`src/rtl/branch_resolve_q.sv`:
```
// Resolves branch direction/target, raises mispredict redirects and queues PHT/BTB updates.
// Optional statistics counters are enabled by defining BR_STATS_EN.
module branch_resolve_q #(
    parameter int CTR_W     = 2,
    parameter int PHT_IDX_W = 10,
    parameter int BTB_IDX_W = 7,
    parameter int BTB_TAG_W = 22,
    parameter int QDEPTH    = 4
) (
    input  logic                 clk,
    input  logic                 reset,
    input  logic                 branch_valid_i,
    input  logic [3:0]           branch_type_i,
    input  logic [31:0]          rj_value_i,
    input  logic [31:0]          rkd_value_i,
    input  logic [31:0]          pc_i,
    input  logic [31:0]          br_b_target_i,
    input  logic [31:0]          jirl_offs_i,
    input  logic [CTR_W-1:0]     pht_ctr_i,
    input  logic                 btb_hit_i,
    input  logic                 predict_taken_i,
    input  logic [31:0]          predict_target_i,
    output logic                 branch_ready_o,
    output logic                 branch_taken_o,
    output logic [31:0]          branch_target_o,
    output logic                 branch_flush_o,
    output logic [31:0]          branch_flush_pc_o,
    output logic                 upd_valid_o,
    input  logic                 upd_ready_i,
    output logic                 upd_pht_we_o,
    output logic                 upd_btb_we_o,
    output logic [PHT_IDX_W-1:0] upd_pht_idx_o,
    output logic [CTR_W-1:0]     upd_pht_ctr_o,
    output logic [BTB_IDX_W-1:0] upd_btb_idx_o,
    output logic [BTB_TAG_W-1:0] upd_btb_tag_o,
    output logic [31:0]          upd_btb_target_o,
    output logic [31:0]          branch_cnt_o,
    output logic [31:0]          mispred_cnt_o
);
    localparam int PTR_W = $clog2(QDEPTH);
    localparam logic [CTR_W-1:0] CTR_MAX = '1;

    typedef struct packed {
        logic                 pht_we;
        logic                 btb_we;
        logic [PHT_IDX_W-1:0] pht_idx;
        logic [CTR_W-1:0]     pht_ctr;
        logic [BTB_IDX_W-1:0] btb_idx;
        logic [BTB_TAG_W-1:0] btb_tag;
        logic [31:0]          btb_target;
    } rec_t;

    logic           eq, lt_s, lt_u, taken, valid_type, cond_type;
    logic [31:0]    target;
    logic           pred_taken, tgt_miss, mispredict, accept;
    logic           pht_we, btb_we, push, pop, full;
    logic [CTR_W-1:0] ctr_next;
    rec_t           new_rec, head;
    rec_t           mem [QDEPTH];
    logic [PTR_W-1:0] wr_ptr, rd_ptr;
    logic [PTR_W:0]   count;

    assign eq   = rj_value_i == rkd_value_i;
    assign lt_s = $signed(rj_value_i) < $signed(rkd_value_i);
    assign lt_u = rj_value_i < rkd_value_i;

    always_comb begin
        taken = 1'b0;
        case (branch_type_i)
            4'd1:             taken = eq;
            4'd2:             taken = !eq;
            4'd3:             taken = lt_s;
            4'd4:             taken = !lt_s;
            4'd5:             taken = lt_u;
            4'd6:             taken = !lt_u;
            4'd7, 4'd8, 4'd9: taken = 1'b1;
            default:          taken = 1'b0;
        endcase
    end

    assign valid_type = (branch_type_i >= 4'd1) && (branch_type_i <= 4'd9);
    assign cond_type  = (branch_type_i >= 4'd1) && (branch_type_i <= 4'd6);
    assign target     = (branch_type_i == 4'd9) ? rj_value_i + jirl_offs_i : br_b_target_i;

    assign pred_taken = predict_taken_i & btb_hit_i;
    assign tgt_miss   = target != predict_target_i;
    assign mispredict = (taken != pred_taken) | (taken & pred_taken & tgt_miss);

    assign full           = count == (PTR_W+1)'(QDEPTH);
    assign pop            = upd_valid_o & upd_ready_i;
    assign branch_ready_o = !full | pop;
    assign accept         = branch_valid_i & branch_ready_o & valid_type;

    assign branch_taken_o    = taken;
    assign branch_target_o   = target;
    assign branch_flush_o    = accept & mispredict;
    assign branch_flush_pc_o = taken ? target : pc_i + 32'd4;

    assign ctr_next = taken ? ((pht_ctr_i == CTR_MAX) ? pht_ctr_i : pht_ctr_i + CTR_W'(1))
                            : ((pht_ctr_i == '0) ? pht_ctr_i : pht_ctr_i - CTR_W'(1));

    assign pht_we = cond_type;
    assign btb_we = taken & (!btb_hit_i | !predict_taken_i | tgt_miss);
    assign push   = accept & (pht_we | btb_we);

    // Fields belonging to a disabled write are stored as zero so the head is fully defined.
    always_comb begin
        new_rec            = '0;
        new_rec.pht_we     = pht_we;
        new_rec.btb_we     = btb_we;
        if (pht_we) begin
            new_rec.pht_idx = pc_i[2 +: PHT_IDX_W];
            new_rec.pht_ctr = ctr_next;
        end
        if (btb_we) begin
            new_rec.btb_idx    = pc_i[2 +: BTB_IDX_W];
            new_rec.btb_tag    = pc_i[2 + BTB_IDX_W +: BTB_TAG_W];
            new_rec.btb_target = target;
        end
    end

    always_ff @(posedge clk or negedge reset) begin
        if (!reset) begin
            wr_ptr <= '0;
            rd_ptr <= '0;
            count  <= '0;
        end else begin
            if (push) wr_ptr <= wr_ptr + PTR_W'(1);
            if (pop)  rd_ptr <= rd_ptr + PTR_W'(1);
            count <= count + (PTR_W+1)'(push) - (PTR_W+1)'(pop);
        end
    end

    always_ff @(posedge clk) begin
        if (push) mem[wr_ptr] <= new_rec;
    end

    assign upd_valid_o      = count != '0;
    assign head             = upd_valid_o ? mem[rd_ptr] : '0;
    assign upd_pht_we_o     = head.pht_we;
    assign upd_btb_we_o     = head.btb_we;
    assign upd_pht_idx_o    = head.pht_idx;
    assign upd_pht_ctr_o    = head.pht_ctr;
    assign upd_btb_idx_o    = head.btb_idx;
    assign upd_btb_tag_o    = head.btb_tag;
    assign upd_btb_target_o = head.btb_target;

`ifdef BR_STATS_EN
    logic [31:0] branch_cnt, mispred_cnt;

    always_ff @(posedge clk or negedge reset) begin
        if (!reset) begin
            branch_cnt  <= '0;
            mispred_cnt <= '0;
        end else begin
            if (accept && branch_cnt != '1)
                branch_cnt <= branch_cnt + 32'd1;
            if (branch_flush_o && mispred_cnt != '1)
                mispred_cnt <= mispred_cnt + 32'd1;
        end
    end

    assign branch_cnt_o  = branch_cnt;
    assign mispred_cnt_o = mispred_cnt;
`else
    assign branch_cnt_o  = '0;
    assign mispred_cnt_o = '0;
`endif

endmodule

```
`config.mk`:
```
export PLATFORM = sky130hd
export DESIGN_NAME = branch_resolve_q
export DESIGN_NICKNAME = d
export VERILOG_FILES = /design/src/rtl/branch_resolve_q.sv
export SDC_FILE = /design/constraint.sdc
export NUM_CORES = 1
export LEC_CHECK = 0
export CAP_MARGIN = 20
export CELL_PAD_IN_SITES_DETAIL_PLACEMENT = 1
export CELL_PAD_IN_SITES_GLOBAL_PLACEMENT = 2
export CORE_ASPECT_RATIO = 1.2
export CORE_UTILIZATION = 36
export CTS_BUF_LIST = sky130_fd_sc_hd__clkbuf_16
export DETAILED_ROUTE_END_ITERATION = 10
export PLACE_DENSITY_LB_ADDON = 0.1
export SYNTH_ARGS = -nofsm -noshare
export SYNTH_HDL_FRONTEND = slang
export SYNTH_SLANG_ARGS = --single-unit
```
`constraint.sdc`:
```
create_clock -name clk -period 6.01 [get_ports clk]
set_input_delay 0.601 -clock clk [delete_from_list [all_inputs] [get_ports clk]]
set_output_delay 0.601 -clock clk [all_outputs]
set_load 0.005 [all_outputs]
```
==> results <==
[cells by family after synthesis]
kind of cell,count (synthesis),share of synthesized area
simple gates,495,0.144
flops,307,0.493
compound gates,261,0.0960
buf+inv,230,0.0636
xor+xnor,106,0.0515
mux,94,0.101
fa+ha+maj,74,0.0504
other cells,1,0.000201
[flip-flops by register name, indices dropped and copies added, names as in the netlist]
signal  cells
count       3
rd_ptr      2
wr_ptr      2
mem       300
[cells in the final DEF, fill, tap and decap left out, types with 8 or more instances in the layout]
| cell type | count |
|---|---|
| clkdlybuf4s50_1 | 346 |
| nor2_1 | 103 |
| xor2_1 | 44 |
| a31oi_1 | 8 |
| conb_1 | 64 |
| nor3_1 | 21 |
| nor2b_1 | 8 |
| and3_1 | 14 |
| xnor2_1 | 60 |
| mux2i_1 | 13 |
| inv_1 | 94 |
| o21ai_0 | 36 |
| o211ai_1 | 10 |
| a21o_1 | 19 |
| and2_1 | 154 |
| mux4_2 | 75 |
| buf_4 | 54 |
| clkbuf_16 | 27 |
| ha_1 | 71 |
| nand3_1 | 36 |
| nor4_1 | 9 |
| o21a_1 | 11 |
| a21oi_1 | 88 |
| buf_12 | 14 |
| nand4_1 | 35 |
| edfxtp_1 | 300 |
| nand2_1 | 68 |
[what timing repair did]
item / in CTS / in global routing
gates resized for setup: 2 / 3
pin swaps: 1 / 0
endpoints found under the setup margin: 33 / 1
buffers inserted: 2 / 0
[worst reg2reg max path: cells and delay by family, from the launching register on]
kind,cells,cell delay [ps]
flip-flops,1,400
AND/OR/NAND/NOR,2,940
adder cells (fa/ha/maj),3,830
buffers and inverters,2,430
XOR/XNOR,2,320
[per-layer routing]
metal | routed length [µm] | vias to the layer above
met5 | 13 | -
met4 | 2040 | 2
met3 | 2620 | 70
met2 | 35300 | 400
met1 | 25900 | 7032
li1 | - | 6416
[power by group through the flow]
stage | Clock [W] | Sequential (W) | Combinational, W
global placement | 0 | 0.00294 | 0.00331
CTS | 0.00168 | 0.00292 | 0.00335
detailed placement | 0 | 0.00296 | 0.00333
finish | 0.00165 | 0.00284 | 0.00338
global route | 0.00175 | 0.00287 | 0.00363
floorplan | 0 | 0.00277 | 0.00178
[path summary, 6_finish.rpt]
| path | startpoint | endpoint | slack, ps | cells after the start |
|---|---|---|---|---|
| max reg2reg | count[0] | count[2] | 3020 | 9 |
| max | branch_type_i[0] | branch_flush_o | 220 | 14 |
| min | reset | count[2] | 310 | 1 |
| min in group clk | count[2] | count[2] | 610 | 2 |
| max in group asynchronous | reset | rd_ptr[0] | 5410 | 1 |
| min reg2reg | count[2] | count[2] | 610 | 2 |
[stage by stage]
step	utilization	instance area, µm²
floorplan	-	18900
global placement	0.454	23000
detailed placement	0.454	23000
CTS	0.471	23800
global route	0.471	23900
finish	0.471	23900
[layout make-up]
cell class / count / area share
sequential: 307 / 0.385
multi-input combinational: 1094 / 0.358
timing repair buffer: 415 / 0.175
tap: 644 / 0.0337
clock buffer: 27 / 0.0283
inverter: 89 / 0.0140
antenna: 1 / 0.000105
clock inverter: 19 / 0.00634
==> results.toml <==
[global_routing]
grt_use_met3 = 0.0195
grt.total_usage = 0.249
use_met2 = 0.467
grt-ovfl-total = 0
antenna_found_initial = 4
grt_pass1_vias = 14800
grt_busiest_layer = "met2"
grt_max_degree = 67
grt_pass1_wl_um = 96200
grtUsageMet1 = 0.299

[clock_tree]
cts_tree = "done"
cts_buffer_depth = 3
cts_root_buf = "clkbuf_16"
ctsHoldBuffers = 0
clk_pin_slew_ps = 60
h-tree-depth = 1
cts.sinks = 307
clk_latency_ps = 560
cts_made_buffers = 27

[yosys]
synth_seq_cells = 307
ys.flop_type = "edfxtp_1"
yosys.area.top_type = "edfxtp_1"
synthDistinctLibCells = 89
synth_top_cell_area_share = 0.484
yosysWarnings = 0
syn_area_per_cell_um2 = 11.9
yosysMostFrequentCell = "edfxtp_1"
synth-async-reset-ratio = 0.0228
syn-cell-area_mm2 = 0.0186
synthTopCellsByCount = "edfxtp_1 (300), and2_1 (158), nor2_1 (103)"
ys_seq_area_frac = 0.493
synthTopCellsByArea = "edfxtp_1 (48%), mux4_2 (9.1%), and2_1 (5.3%), ha_1 (4.8%), xnor2_1 (2.8%)"
syn_inst = 1568
synth_edf_count = 300

[placed_design]
pre_cts_slack_ps = -233
place_congestion = 0.910
dp.cells = 2546
dpl.hpwl_um = 52000
portBuffers = 346

[power]
p_int_w = 0.00543
power.density_mw_per_mm2 = 329
seqPwrFrac = 0.361
clkPwrFrac = 0.210
power_frac_comb = 0.430
power.net_switching_w = 0.00243
p_total_w = 0.00786
leakagePower_nw = 8.74
swShare = 0.309
peakVddDrop_uv = 244

[setup_path]
critical_path_buf_inv_count = 3
endpoint_kind = "output port"
critical_path.cell_chain = "clkdlybuf4s50_1 -> and4bb_1 -> buf_4 -> nand2_1 -> a32oi_1 -> o311ai_0 -> nor3_1 -> nand4_1 -> a2111oi_1 -> nand4_1 -> or4_4 -> a21oi_1 -> nor2b_1 -> clkdlybuf4s50_1"
critPathTopFamily = "simple AND/OR/NAND/NOR gates"
worstSetupPathType = "input port to output port"
crit_required_ps = 5410
max_stage_delay_ps = 760
cp-start-kind = "input port"
slowest_stage = "and4bb_1"
path_max_fanout = 11
cp.arrival_ps = 5190

[routing]
drtIter0Drc = 906
wl_um = 65900
drt-pass1-iter-count = 5
ant_nets = 0
drc = 0
dr_total_vias = 13900
wl_per_cell_um = 25.4
via_per_inst = 5.36

[floorplan]
start_util = 0.367
die_area_mm2 = 0.0526
coreArea_mm2 = 0.0507
die_y_um = 251
die_w_um = 210
ioPinCount = 411
core.rowCount = 90

[hold_path]
min_path_type = "input port to asynchronous set/reset pin"

[sta]
finalSetupTns_ps = 0
worst_hold_slack_ps = 308
worst_slew_pin_slew_ps = 759
clock.fmax_mhz = 173
slew_viol_final = 0
fin_crit_sh = 0.964
relSlewSlack = 0.490
rsz0062_at_grt = "no"
setup_ws_ps = 216
post-route-min-period_ps = 5790
finalHoldViolCount = 0
finClkSkew_ps = 23.2
final-setup-viol-count = 0

[run_status]
status = "finished clean"

[cells_and_area]
multi_input_area_mm2 = 0.00855
area_growth_pct = 28.3
nets = 2211
drive_above_1_share = 0.115
regArea_mm2 = 0.00919
fillers = 5350
final_cells = 2596

[job]
cap_viol_max_count = 0
Note: power is estimated with default switching activity, not from simulation.
